===== config.mk =====
export PLATFORM = sky130hd
export DESIGN_NAME = sram_port_arbiter
export DESIGN_NICKNAME = d
export VERILOG_FILES = /design/src/rtl/sram_port_arbiter_pkg.sv /design/src/rtl/sram_arb_pick.sv /design/src/rtl/sram_port_arbiter.sv
export SDC_FILE = /design/constraint.sdc
export NUM_CORES = 1
export LEC_CHECK = 0
export ABC_AREA = 1
export BUFFER_PORTS_ARGS = -buffer_cell sky130_fd_sc_hd__buf_2
export CORE_AREA = 3 3 106 108
export CTS_BUF_LIST = sky130_fd_sc_hd__clkbuf_4 sky130_fd_sc_hd__clkbuf_8
export DETAILED_ROUTE_END_ITERATION = 10
export DIE_AREA = 0 0 109 111
export PLACE_DENSITY_LB_ADDON = 0.2
export SETUP_SLACK_MARGIN = 0.15
export SLEW_MARGIN = 40
export SYNTH_ARGS = -nofsm -noshare
export SYNTH_HDL_FRONTEND = slang
export SYNTH_SLANG_ARGS = --single-unit

===== constraint.sdc =====
create_clock -name clk -period 2.1 [get_ports clk]
set_input_delay 0.315 -clock clk [delete_from_list [all_inputs] [get_ports clk]]
set_output_delay 0.315 -clock clk [all_outputs]
set_load 0.02 [all_outputs]

===== src/rtl/sram_port_arbiter_pkg.sv =====
`default_nettype none
// +----------------------------------------------------------------------+
// | sram_port_arbiter_pkg: shared types for the unified SRAM arbiter      |
// | Revision: 1.0                                                         |
// +----------------------------------------------------------------------+
package sram_port_arbiter_pkg;

  typedef enum logic [1:0] {
    OWN_NONE = 2'd0,
    OWN_INST = 2'd1,
    OWN_DATA = 2'd2
  } owner_e;

  localparam int STREAK_MAX_DEF = 4;
  localparam int STREAK_W = $clog2(STREAK_MAX_DEF + 1);

  // Counter must hold 0..STREAK_MAX; clamp to 1 bit so an illegal value still elaborates far enough to be flagged.
  function automatic int streak_width(input int streak_max);
    return (streak_max < 1) ? 1 : $clog2(streak_max + 1);
  endfunction

endpackage
`default_nettype wire


===== src/rtl/sram_arb_pick.sv =====
`default_nettype none
// +----------------------------------------------------------------------+
// | sram_arb_pick: data-priority grant select with fetch-starvation limit |
// | Revision: 1.0                                                         |
// +----------------------------------------------------------------------+
module sram_arb_pick #(
  parameter int STREAK_MAX = 4,
  parameter int STREAK_W   = 3
) (
  input  logic                inst_req_i,
  input  logic                data_req_i,
  input  logic [STREAK_W-1:0] streak_q_i,
  output logic                inst_gnt_o,
  output logic                data_gnt_o,
  output logic [STREAK_W-1:0] streak_d_o
);

  localparam logic [STREAK_W-1:0] STREAK_TOP = STREAK_W'(STREAK_MAX);

  logic streak_full;

  assign streak_full = (streak_q_i == STREAK_TOP);

  always_comb begin
    data_gnt_o = data_req_i & ~(inst_req_i & streak_full);
    inst_gnt_o = inst_req_i & ~data_gnt_o;
    streak_d_o = streak_q_i;
    if (inst_gnt_o || !inst_req_i) begin
      streak_d_o = '0;
    end else if (data_gnt_o) begin
      // Fetch is waiting behind a data grant: count it, saturating.
      streak_d_o = streak_full ? STREAK_TOP : streak_q_i + 1'b1;
    end
  end

endmodule
`default_nettype wire


===== src/rtl/sram_port_arbiter.sv =====
`default_nettype none
// +----------------------------------------------------------------------+
// | sram_port_arbiter: shares one SRAM port between fetch and load/store  |
// | Revision: 1.0                                                         |
// +----------------------------------------------------------------------+
module sram_port_arbiter
  import sram_port_arbiter_pkg::*;
#(
  parameter int ADDR_W     = 32,
  parameter int DATA_W     = 32,
  parameter int STREAK_MAX = 4
) (
  input  logic                clk,
  input  logic                resetn,
  input  logic                inst_req,
  input  logic [ADDR_W-1:0]   inst_addr,
  output logic                inst_gnt,
  output logic                inst_rvalid,
  output logic [DATA_W-1:0]   inst_rdata,
  input  logic                data_req,
  input  logic [DATA_W/8-1:0] data_wen,
  input  logic [ADDR_W-1:0]   data_addr,
  input  logic [DATA_W-1:0]   data_wdata,
  output logic                data_gnt,
  output logic                data_rvalid,
  output logic [DATA_W-1:0]   data_rdata,
  output logic                mem_en,
  output logic [DATA_W/8-1:0] mem_wen,
  output logic [ADDR_W-1:0]   mem_addr,
  output logic [DATA_W-1:0]   mem_wdata,
  input  logic [DATA_W-1:0]   mem_rdata
);

  localparam int BE_W  = DATA_W / 8;
  localparam int CNT_W = streak_width(STREAK_MAX);

  if (STREAK_MAX < 1) begin : g_streak_max_check
    $error("sram_port_arbiter: STREAK_MAX must be >= 1");
  end

  logic [CNT_W-1:0] streak_q, streak_d;
  owner_e           resp_owner_q, resp_owner_d;
  logic             pick_inst_gnt, pick_data_gnt;

  sram_arb_pick #(
    .STREAK_MAX(STREAK_MAX),
    .STREAK_W  (CNT_W)
  ) u_pick (
    .inst_req_i(inst_req),
    .data_req_i(data_req),
    .streak_q_i(streak_q),
    .inst_gnt_o(pick_inst_gnt),
    .data_gnt_o(pick_data_gnt),
    .streak_d_o(streak_d)
  );

  // Gating with resetn keeps the port quiet for the whole reset window, not just at edges.
  assign inst_gnt = pick_inst_gnt & resetn;
  assign data_gnt = pick_data_gnt & resetn;

  always_comb begin
    mem_en    = inst_gnt | data_gnt;
    mem_wen   = '0;
    mem_addr  = '0;
    mem_wdata = '0;
    if (data_gnt) begin
      mem_wen   = data_wen;
      mem_addr  = data_addr;
      mem_wdata = data_wdata;
    end else if (inst_gnt) begin
      mem_addr  = inst_addr;
    end
  end

  always_comb begin
    resp_owner_d = OWN_NONE;
    if (data_gnt && (data_wen == BE_W'(0))) begin
      resp_owner_d = OWN_DATA;
    end else if (inst_gnt) begin
      resp_owner_d = OWN_INST;
    end
  end

  always_ff @(posedge clk or negedge resetn) begin
    if (!resetn) begin
      streak_q     <= '0;
      resp_owner_q <= OWN_NONE;
    end else begin
      streak_q     <= streak_d;
      resp_owner_q <= resp_owner_d;
    end
  end

  assign inst_rvalid = (resp_owner_q == OWN_INST);
  assign data_rvalid = (resp_owner_q == OWN_DATA);
  assign inst_rdata  = mem_rdata;
  assign data_rdata  = mem_rdata;

endmodule
`default_nettype wire

==> After elaboration in Yosys (flattened, before gate mapping) <==
Index checks and enable logic that the tools add are counted.
{ "totals": {"inputBits": 136, "out_inout_bits": 137, "reg_bits": 5, "wordCells": 28} }
{ "classes": {"reduce_logical": 5, "add_sub_neg": 1, "n_bitwise": 8, "n_eq_ne": 3, "mux": 9} }
{ "ops": {"columns": ["cell", "count"], "rows": [
  ["32-bit 2-to-1 mux", 3],
  ["3-bit 2-to-1 mux", 3],
  ["1-bit bitwise AND", 5],
  ["4-bit logical NOT", 1],
  ["4-bit 2-to-1 mux", 1],
  ["3-bit by 1-bit adder with 3-bit output (second input constant)", 1],
  ["3-bit equality test (second input constant)", 1],
  ["2-bit by 1-bit equality test with 1-bit output (second input constant)", 1],
  ["2-bit equality test (second input constant)", 1],
  ["2-bit 2-to-1 mux", 1],
  ["1-bit inverter", 2],
  ["2-bit nonzero test", 1],
  ["1-bit logical AND", 1],
  ["1-bit logical NOT", 1],
  ["1-bit logical OR", 1],
  ["1-bit 2-to-1 mux", 1],
  ["1-bit OR", 1]
]} }

==> Longest topological paths before layout <==
Gate-level depths: netlist of run 1.
{ "logic_depth": {"word_depth": 9, "depth_mapped": 7, "depth_no_buf": 6} }

==> Hierarchy <==
From an unflattened synthesis of run 1, not the netlist that was laid out.
{ "hier_totals": {"hier_cells": 287, "area_unflattened_um2": 1676.6} }
{ "by_module_without_submodules": {"columns": ["mod", "cells_per_inst", "area_per_inst_um2", "seq_area_each_um2", "instances"], "rows": [
  ["sram_port_arbiter", 266, 1567.8, 125.1, 1],
  ["sram_arb_pick", 21, 108.9, 0.0, 1]
]} }

==> Worst setup path before layout of run 1 <==
Ideal clock, no wire load.
{ "synth_timing": {"path_kind": "reg2out", "from": "reg streak_q[0]", "to": "out mem_wdata[26]", "t_arrival_ns": 1.418, "slack_ns": 0.367, "path_stages_with_launch": 8, "n_path_buf": 2, "required_time_ns": 1.785, "cell_sequence": "dfrtp_1 inv_1 ha_1 nand3_2 nand3_2 buf_4 buf_6 nor2_1"} }
{ "synth_via": {"elab_chain_cells": 6} }
{ "synth_lines": {"columns": ["element", "line", "text"], "rows": [
  ["start: declaration", "sram_port_arbiter.sv:41", "logic [CNT_W-1:0] streak_q, streak_d;"],
  ["start signal: assignment", "sram_port_arbiter.sv:89", "streak_q <= streak_d;"],
  ["3-bit equality test", "sram_arb_pick.sv:22", "assign streak_full = (streak_q_i == STREAK_TOP);"],
  ["1-bit bitwise AND", "sram_arb_pick.sv:25", "data_gnt_o = data_req_i & ~(inst_req_i & streak_full);"],
  ["1-bit inverter", "sram_arb_pick.sv:25", null],
  ["1-bit bitwise AND", "sram_arb_pick.sv:25", null],
  ["1-bit bitwise AND", "sram_port_arbiter.sv:59", "assign data_gnt = pick_data_gnt & resetn;"],
  ["32-bit 2-to-1 mux", "sram_port_arbiter.sv:66", "if (data_gnt) begin"],
  ["end: declaration", "sram_port_arbiter.sv:30", "output logic [DATA_W-1:0] mem_wdata,"]
]} }
Every way passes these cells.

==> Worst setup path after layout of run 1 <==
{ "layout_timing": {"from": "reg streak_q[1]", "to": "out mem_addr[6]"} }
{ "layout_via": {"elab_chain_cells": 9, "elab_cells_between_ends": 10, "classes_between": "eq/ne: 1; mux: 2; bitwise: 7"} }
{ "layout_lines": {"columns": ["element", "line", "text"], "rows": [
  ["3-bit equality test (*)", "sram_arb_pick.sv:22", null],
  ["1-bit bitwise AND (*)", "sram_arb_pick.sv:25", null],
  ["1-bit inverter (*)", "sram_arb_pick.sv:25", null],
  ["1-bit bitwise AND (*)", "sram_arb_pick.sv:25", null],
  ["1-bit inverter", "sram_arb_pick.sv:26", "inst_gnt_o = inst_req_i & ~data_gnt_o;"],
  ["1-bit bitwise AND", "sram_arb_pick.sv:26", null],
  ["1-bit bitwise AND", "sram_port_arbiter.sv:58", "assign inst_gnt = pick_inst_gnt & resetn;"],
  ["32-bit 2-to-1 mux", "sram_port_arbiter.sv:70", "end else if (inst_gnt) begin"],
  ["32-bit 2-to-1 mux (*)", "sram_port_arbiter.sv:66", null],
  ["end: declaration", "sram_port_arbiter.sv:29", "output logic [ADDR_W-1:0] mem_addr,"]
]} }
Every way passes the cells marked *; elsewhere a longest branch is shown, timed or not.

==> results of run 1 <==
[placed cells by master, fill, tap and decap left out]
cell	instances
buf_2	164
inv_1	42
nor2_1	41
nand2_1	35
nand3_1	33
nand4_1	33
buf_4	19
dfrtp_1	5
a21oi_1	3
clkbuf_8	3
buf_6	3
inv_2	2
clkbuf_16	2
buf_12	2
nand3_4	1
nand3_2	1
nand2_8	1
o21ai_0	1
or2_2	1
ha_4	1
ha_1	1
clkbuf_4	1
dlygate4sd3_1	1
[layout make-up]
cell class,instances,area (sq um),share of cell area (%)
Clock buffer,4,48.8,2.05
Inverter,44,165,6.95
Multi-Input combinational cell,152,768,32.3
Sequential cell,5,125,5.27
Tap cell,136,170,7.17
Timing Repair Buffer,191,1100,46.2
[layer usage]
layer,up-vias,part of all wire [%],wire [um]
li1,1058,-,-
met1,913,35,2340
met2,125,50,3320
met3,27,11,743
met4,0,3.3,216
met5,-,0,0
[report_power, final]
group	switching, uW	internal, uW	leakage, uW
Combinational	246	187	0.00149
Clock	53.3	144	0.0000262
Sequential	1.97	99.6	0.0000682
Total	301	430	0.00158
[kinds of logic (layout without fill, tap and decap cells)]
family / Yosys count / after routing / share of synthesized area, %
and+or+nand+nor: 146 / 146 / 42.9
DFF: 5 / 5 / 7.78
adders and majority gates: 2 / 2 / 1.56
buffers and inverters: 129 / 239 / 46.5
AOI/OAI and AO/OA: 4 / 4 / 1.24
[per-stage QoR]
step	util, %	std cells	hold WS (ns)
6_report	23.0	532	0.111
5_1_grt	23.0	532	0.129
4_1_cts	21.6	530	0.121
3_5_place_dp	21.0	525	0.156
3_3_place_gp	21.0	525	0.162
2_1_floorplan	-	286	0.0194
[worst max-delay path: stages, from the launching register on]
cell and delay (ns):
dfrtp_1 0.38, inv_2 0.08, ha_4 0.15, nand3_4 0.13, nand2_8 0.14, clkbuf_16 0.16, nand3_1 0.06, nand2_1 0.08
buf_4 0.14
[what timing repair did]
action / CTS / global route
hold buffers: 1 / 0
endpoints found under the hold margin: 3 / 0
resized for setup: 1 / 27
setup buffers: 0 / 0
cloned: 0 / 2
pin swaps: 0 / 2
setup endpoints to repair: 44 / 65
[flip-flops by register name, indices dropped and copies added (netlist names)]
register and cells:
streak_q 3, resp_owner_q 2
[how the worst max path moves through the flow]
stage / cells after the start / slack, ns / to / from
finish: 8 / 0.23 / mem_addr[6] / streak_q[1]
global route: 8 / 0.15 / mem_addr[29] / streak_q[1]
CTS: 8 / 0.11 / mem_addr[6] / streak_q[0]
detailed placement: 8 / 0.36 / mem_addr[6] / streak_q[0]
global placement: 8 / 0.37 / mem_addr[6] / streak_q[0]
floorplan: 7 / 0.37 / mem_wdata[26] / streak_q[0]
==> qor.yml, run 1 <==
drt:
  routed_wl_um: 6630
  routedWlPerCell_um: 12.5
  postRouteAntennaNets: 0
  drc: 0
  viasPerCell: 3.99
  drtPass1Iterations: 4
  vias: 2123
  drtIter0Drc: 61
yosys:
  yosys.area.top_type: "buf_4"
  syn_area_per_cell_sq_um: 5.62
  ys_ff_latch: 5
  synth_enable_flop_cells: 0
  ys_warn_count: 0
  synthCells: 286
  ys_types: 16
  async_reset_ff_share_pct: 100
  yosysSeqAreaShare_pct: 7.78
  synth_area_sq_mm: 0.00161
  ys.flop_type: "dfrtp_1"
  synth_common_cells: "buf_4, inv_1, nor2_1"
  yosys-top-cells-area: "buf_4, nand4_1, inv_1, nand3_1, nor2_1"
  syn_nets: 424
  synth_top_area_share_pct: 30.4
  yosysMostFrequentCell: "buf_4"
setup_path:
  cp_max_fo: 9
  r2r_setup_slack_ns: 0.89
  timing.rr.end: "resp_owner_q[1]"
  r2r-start: "streak_q[1]"
  end_kind: "output port"
  startpoint_type: "register"
  r2r_cells: 6
  arrival_ns: 1.56
  path_class: "reg -> out"
  critPathRequiredTime_ns: 1.78
place:
  dpl-instance-area_sq_mm: 0.00217
  gp_congestion: 0.723
  pre_cts_ws_ns: 0.359
  dp_hpwl_um: 5180
  port_buffers: 176
layout:
  final_cell_area_sq_mm: 0.00237
  nFillCells: 1197
  area_growth_pct: 47.7
  fin_nets: 535
  diodes: 0
  drive_gt1_share_pct: 50.8
grt:
  grtUsageMet2_pct: 17.2
  grt_pass1_vias: 1878
  antenna_found_initial: 0
  use_met1_pct: 10.0
  top_usage_layer: "met2"
  grt_overflow: 0
  gr-usage-met3_pct: 1.75
  grt_pass1_wl_um: 9220
  grt_usage_pct: 9.41
  grt_max_degree: 28
floorplanning:
  ios: 273
  start_util_pct: 15.6
  die_area_sq_mm: 0.0121
  dieHeight_um: 111
  die_w_um: 109
  row_count: 37
  core-area_sq_mm: 0.0103
sta:
  worst_clock_skew_ns: 0.00437
  tightest_slew_ns: 0.319
  hold_viol: 0
  final.setup.worst_slack_ns: 0.228
  relSlewSlack_pct: 78.7
  setup-violations-final: 0
  period_minus_slack_ns: 1.87
  fmax_mhz: 534
  fin_crit_sh_pct: 89.1
  drv_slew: 0
  fin_tns_setup_ns: 0
  rsz0062_at_grt: "false"
outcome:
  status: "complete, no violations"
clocking:
  cts_buffers: 3
  clockBufferDepth: 2
  cts_sinks: 5
  cts_tree: "done"
  cts-root-buf: "clkbuf_8"
  clk_latency_ns: 0.23
  clkTransAtPathRegs_ns: 0.04
  htree_levels: 1
pwr:
  leakage_uw: 0.00158
  p_per_area_mw_per_mm2: 308
  vdd_drop_max_v: 0.0000775
  finalPower_uw: 732
hold_path:
  min_path_type: "in -> async"
flow_run:
  maxCapViolCount: 0
Power figures use the tool's default switching activity.
==> inputs of run 2 (changes only) <==
Settings changed: CORE_AREA 3 3 106 108 to 3 3 104 106, DIE_AREA 0 0 109 111 to 0 0 107 109.
==> run 2 against run 1 <==
  * Combinational power shrank 3%
  * Final cell count shrank 0.94%
  * Total power shrank 2.1%
  * Utilization grew 0.49 points
==> qor.yml, run 2 (synthesis gave the netlist of run 1 again) <==
sta:
  period_minus_slack_ns: 1.85  # -0.0196 ns
  tightest_slew_ns: 0.228  # -0.0914 ns
  relSlewSlack_pct: 84.8  # +6.1 points
  hold_viol: 0  # unchanged
  fmax_mhz: 540  # +1.1%
  setup-violations-final: 0  # unchanged
  drv_slew: 0  # unchanged
  rsz0062_at_grt: "true"
  fin_crit_sh_pct: 88.2  # -0.94 points
  worst_clock_skew_ns: 0.00271  # -0.00166 ns
  fin_tns_setup_ns: 0  # unchanged
place:
  port_buffers: 176  # unchanged
  gp_congestion: 0.686  # -5.2%
  dp_hpwl_um: 5190  # +0.35%
hold_path:
  min_path_type: "in -> async"
clocking:
  clkTransAtPathRegs_ns: 0.04  # about the same
  cts_buffers: 3  # unchanged
  cts_sinks: 5  # unchanged
  cts-root-buf: "clkbuf_8"
  cts_tree: "done"
  clockBufferDepth: 2  # unchanged
  ctsHoldBuffers: 0  # -1
  clk_latency_ns: 0.22  # about the same
  htree_levels: 1  # unchanged
floorplanning:
  start_util_pct: 16.3  # +0.72 points
  die_w_um: 107  # -1.8%
  core-area_sq_mm: 0.00986  # -4.4%
  row_count: 36  # -2.7%
  dieHeight_um: 109  # -1.8%
  ios: 273  # unchanged
  die_area_sq_mm: 0.0117  # -3.6%
layout:
  nFillCells: 1160  # -3.1%
  drive_gt1_share_pct: 50.5  # -0.25 points
  final_cell_mix: "buf_2, inv_1, nor2_1"
  multi_input_area_sq_um: 767  # -0.16%
  area_growth_pct: 44.1
  seq_area_sq_um: 125  # unchanged
  reg.largest.list: "streak_q (3), resp_owner_q (2)"
  diodes: 0  # unchanged
  largest_reg_flops: 3  # unchanged
  final_common_cell: "buf_2"
  top_register: "streak_q"
  fin_nets: 533  # -0.37%
setup_path:
  r2r_setup_slack_ns: 0.90  # about the same
  critPathRequiredTime_ns: 1.78  # about the same
  path_class: "reg -> out"
  arrival_ns: 1.54  # -0.02 ns
  r2r-start: "streak_q[0]"
  timing.rr.end: "resp_owner_q[1]"
  startpoint_type: "register"
  critPathLaunch: "streak_q[0]"
  cp_max_fo: 16  # +7
  r2r_cells: 6  # unchanged
  end_kind: "output port"
grt:
  grt_pass1_vias: 1978  # +5.3%
  top_usage_layer: "met2"
  grt_overflow: 0  # unchanged
  grtUsageMet2_pct: 18.6  # +1.3 points
  gr-usage-met3_pct: 1.78  # +0.029 points
  grt_usage_pct: 9.64  # +0.23 points
  use_met1_pct: 10.1  # +0.11 points
  antenna_found_initial: 0  # unchanged
  grt_max_degree: 21  # -25%
  grt_pass1_wl_um: 9140  # -0.90%
pwr:
  p_per_area_mw_per_mm2: 309  # +0.37%
  vdd_drop_max_v: 0.0000880  # +14%
  finalPower_uw: 716  # -2.1%
  leakage_uw: 0.00156  # -1.6%
drt:
  routedWlPerCell_um: 11.8  # -5.2%
  routed_wl_um: 6220  # -6.1%
  viasPerCell: 3.99  # about the same
  postRouteAntennaNets: 0  # unchanged
  drtIter0Drc: 116  # +90%
  drtPass1Iterations: 4  # unchanged
  vias: 2105  # -0.85%
  drc: 0  # unchanged
outcome:
  status: "complete, no violations"
flow_run:
  maxCapViolCount: 0  # unchanged
## run 2: layout make-up
class                      count  area share, %
timing repair buffer         189           45.1
multi-input combinational    152           33.1
tap                          133           7.18
inverter                      44           7.13
sequential                     5           5.40
clock buffer                   4           2.11
## run 2: critical path, cell delays in order, from the launching register on
cell and delay [ns]:
dfrtp_1 0.39, inv_2 0.08, ha_4 0.15, nand3_4 0.11, nand2_4 0.12, buf_12 0.14, nand3_1 0.09, nand2_1 0.08
buf_4 0.14
## run 2: metal layers
metal | vias up | wire [um]
met5 | - | 0
met1 | 913 | 2170
met2 | 116 | 3230
met3 | 23 | 648
met4 | 0 | 172
li1 | 1053 | -
## run 2: per-stage QoR
step / util (%) / area, sq um / hold WS, ns / worst slack (ns) / instances
4_1_cts: 22.9 / 2260 / 0.115 / 0.163 / 526
2_1_floorplan: - / 1610 / 0.0194 / 0.367 / 286
5_1_grt: 23.5 / 2320 / 0.129 / 0.141 / 527
3_3_place_gp: 21.9 / 2160 / 0.344 / 0.344 / 522
3_5_place_dp: 21.9 / 2160 / 0.332 / 0.297 / 522
6_report: 23.5 / 2320 / 0.113 / 0.248 / 527
## run 2: how the worst max path moves through the flow
stage / endpoint / slack, ns / cells after the start
global route: mem_addr[7] / 0.14 / 8
floorplan: mem_wdata[26] / 0.37 / 7
global placement: mem_addr[7] / 0.34 / 8
finish: mem_addr[7] / 0.25 / 8
CTS: mem_addr[7] / 0.16 / 8
detailed placement: mem_wdata[24] / 0.30 / 7
## run 2: report_power, final
group	switching [uW]	total, uW	internal, uW	leakage [uW]
Clock	51.4	195	144	0.0000262
Combinational	241	420	179	0.00146
Sequential	1.85	101	99.6	0.0000682
## run 2: repair_timing
item,4_1_cts,5_1_grt
setup buffers,0,1
pin swaps,0,3
resized for setup,10,17
setup endpoints to repair,62,63
==> inputs of run 3 (changes only) <==
Settings changed: MAX_ROUTING_LAYER set to met4, PLACE_DENSITY_LB_ADDON 0.2 to unset.
==> run 3 against run 2 <==
  * Sequential power about the same
  * Final cell count is 1.1% higher
  * Register-to-register slack lost 0.06 ns
  * Clock power about the same
  * Highest routed layer unchanged
  * Setup slack got worse by 0.092 ns
  * Combinational power increased by 18%
  * Critical path type unchanged
==> qor.yml, run 3 (synthesis gave the netlist of run 1 again) <==
outcome:
  status: "complete, no violations"
layout:
  fin_nets: 539  # +1.1%
  nFillCells: 1071  # -7.7%
  diodes: 0  # unchanged
  multi_input_area_sq_um: 821  # +7.0%
  final_common_cell: "buf_2"
  final_cell_area_sq_mm: 0.00265  # +14%
  seq_area_sq_um: 125  # unchanged
  final_cell_mix: "buf_2, inv_1, nor2_1"
  largest_reg_flops: 3  # unchanged
  drive_gt1_share_pct: 54.0  # +3.5 points
  reg.largest.list: "streak_q (3), resp_owner_q (2)"
  area_growth_pct: 64.7
  top_register: "streak_q"
drt:
  drc: 0  # unchanged
  routed_wl_um: 6660  # +7.0%
  routedWlPerCell_um: 12.5  # +5.8%
  drtPass1Iterations: 4  # unchanged
  viasPerCell: 4.13  # +3.3%
  vias: 2200  # +4.5%
  dr_wl_met2_um: 3560  # +10%
  wl_met3_um: 585  # -9.7%
  postRouteAntennaNets: 0  # unchanged
  drtIter0Drc: 106  # -8.6%
  met1Wirelength_um: 2320  # +6.9%
  highest_layer: "met4"
sta:
  relSlewSlack_pct: 81.1  # -3.7 points
  rsz0062_at_grt: "true"
  fmax_mhz: 514  # -4.7%
  drv_slew: 0  # unchanged
  hold_viol: 0  # unchanged
  tightest_slew_ns: 0.284  # +0.0560 ns
  period_minus_slack_ns: 1.94  # +0.0918 ns
  worst_clock_skew_ns: 0.00348  # +0.000771 ns
  final.setup.worst_slack_ns: 0.156  # -0.0918 ns
  fin_tns_setup_ns: 0  # unchanged
  fin_crit_sh_pct: 92.6  # +4.4 points
  hold_ws_ns: 0.0593  # -0.0535 ns
  setup-violations-final: 0  # unchanged
setup_path:
  critPathLaunch: "streak_q[1]"
  startpoint_type: "register"
  end_kind: "output port"
  arrival_ns: 1.63  # +0.09 ns
  cp_slowest_cell: "dfrtp_1"
  path_class: "reg -> out"
  critPathRequiredTime_ns: 1.78  # about the same
  cp_max_fo: 8  # -8
  r2r-start: "streak_q[1]"
  crit_chain: "inv_2 -> ha_4 -> nand3_4 -> nand2_8 -> buf_12 -> nand3_1 -> nand2_1 -> buf_6"
  slowest_delay_ns: 0.39  # about the same
floorplanning:
  die_w_um: 107  # unchanged
  start_util_pct: 16.3  # unchanged
  row_count: 36  # unchanged
  ios: 273  # unchanged
  dieHeight_um: 109  # unchanged
  core-area_sq_mm: 0.00986  # unchanged
  die_area_sq_mm: 0.0117  # unchanged
clocking:
  cts_sinks: 5  # unchanged
  cts_tree: "done"
  cts-root-buf: "clkbuf_8"
  clkTransAtPathRegs_ns: 0.04  # about the same
  cts_buffers: 3  # unchanged
  htree_levels: 1  # unchanged
  clockBufferDepth: 2  # unchanged
  ctsHoldBuffers: 0  # unchanged
  clk_latency_ns: 0.23  # about the same
grt:
  grt_usage_pct: 9.04  # -0.61 points
  grt_overflow: 0  # unchanged
  grt_pass1_vias: 1848  # -6.6%
  grt_max_degree: 23  # +9.5%
  grt_pass1_wl_um: 8350  # -8.6%
  antenna_found_initial: 0  # unchanged
place:
  port_buffers: 176  # unchanged
  dpl-instance-area_sq_mm: 0.00216  # unchanged
  dp_hpwl_um: 5000  # -3.8%
  gp_congestion: 0.677  # -1.3%
  pre_cts_ws_ns: 0.305  # +0.00781 ns
flow_run:
  maxCapViolCount: 0  # unchanged
pwr:
  p_per_area_mw_per_mm2: 299  # -3.3%
  leakage_uw: 0.00165  # +5.9%
  vdd_drop_max_v: 0.000176  # +100%
hold_path:
  min_path_type: "in -> async"
[run 3: cell types whose count changed in the layout (fill, tap and decap cells not counted), sizes merged]
cell    before  now
buf        189  192
clkbuf       4    7
[run 3: power by group]
| group | internal (uW) | switching (uW) |
|---|---|---|
| clock | 144 | 52.3 |
| sequential | 99.6 | 2.27 |
| combinational | 231 | 262 |
| total | 475 | 317 |
[run 3: layout make-up]
type	instances	area share [%]
clock buffer	4	1.84
timing repair buffer	195	49.9
inverter	44	6.24
sequential	5	4.73
multi-input combinational	152	31.0
tap	133	6.29
[run 3: layer usage]
layer  global-route usage [%]  vias up
li1                         -     1068
met1                     8.42      969
met2                     17.4      132
met3                     1.72       31
met4                     4.93        0
met5                        -        -
[run 3: stage by stage]
stage / power, uW / cells / util [%]
after global placement: 495 / 522 / 21.9
after CTS: 707 / 526 / 22.9
after detailed placement: 501 / 522 / 21.9
final: 791 / 533 / 26.8
after global routing: 843 / 533 / 26.8
after floorplan: 491 / 286 / -
[run 3: critical path: cells and delay by family, from the launching register on]
| family | cells | cell delay (ns) |
|---|---|---|
| DFF | 1 | 0.39 |
| buffers and inverters | 3 | 0.34 |
| and+or+nand+nor | 4 | 0.52 |
| adders and majority gates | 1 | 0.15 |
[run 3: what timing repair did]
item / 4_1_cts / 5_1_grt
setup buffers: 0 / 4
gates resized for setup: 12 / 82
cloned: 0 / 3
pin swaps: 1 / 10
setup endpoints to repair: 70 / 70
[run 3: worst paths after layout]
check,end,slack [ns],cells after the start
worst max-delay path,mem_addr[0],0.16,8
worst max register to register,resp_owner_q[1],0.84,6
worst min-delay path,resp_owner_q[1],0.06,2
min in group clk,resp_owner_q[1],0.34,4
worst min register to register,streak_q[0],0.48,1
max in group asynchronous,streak_q[2],1.79,2
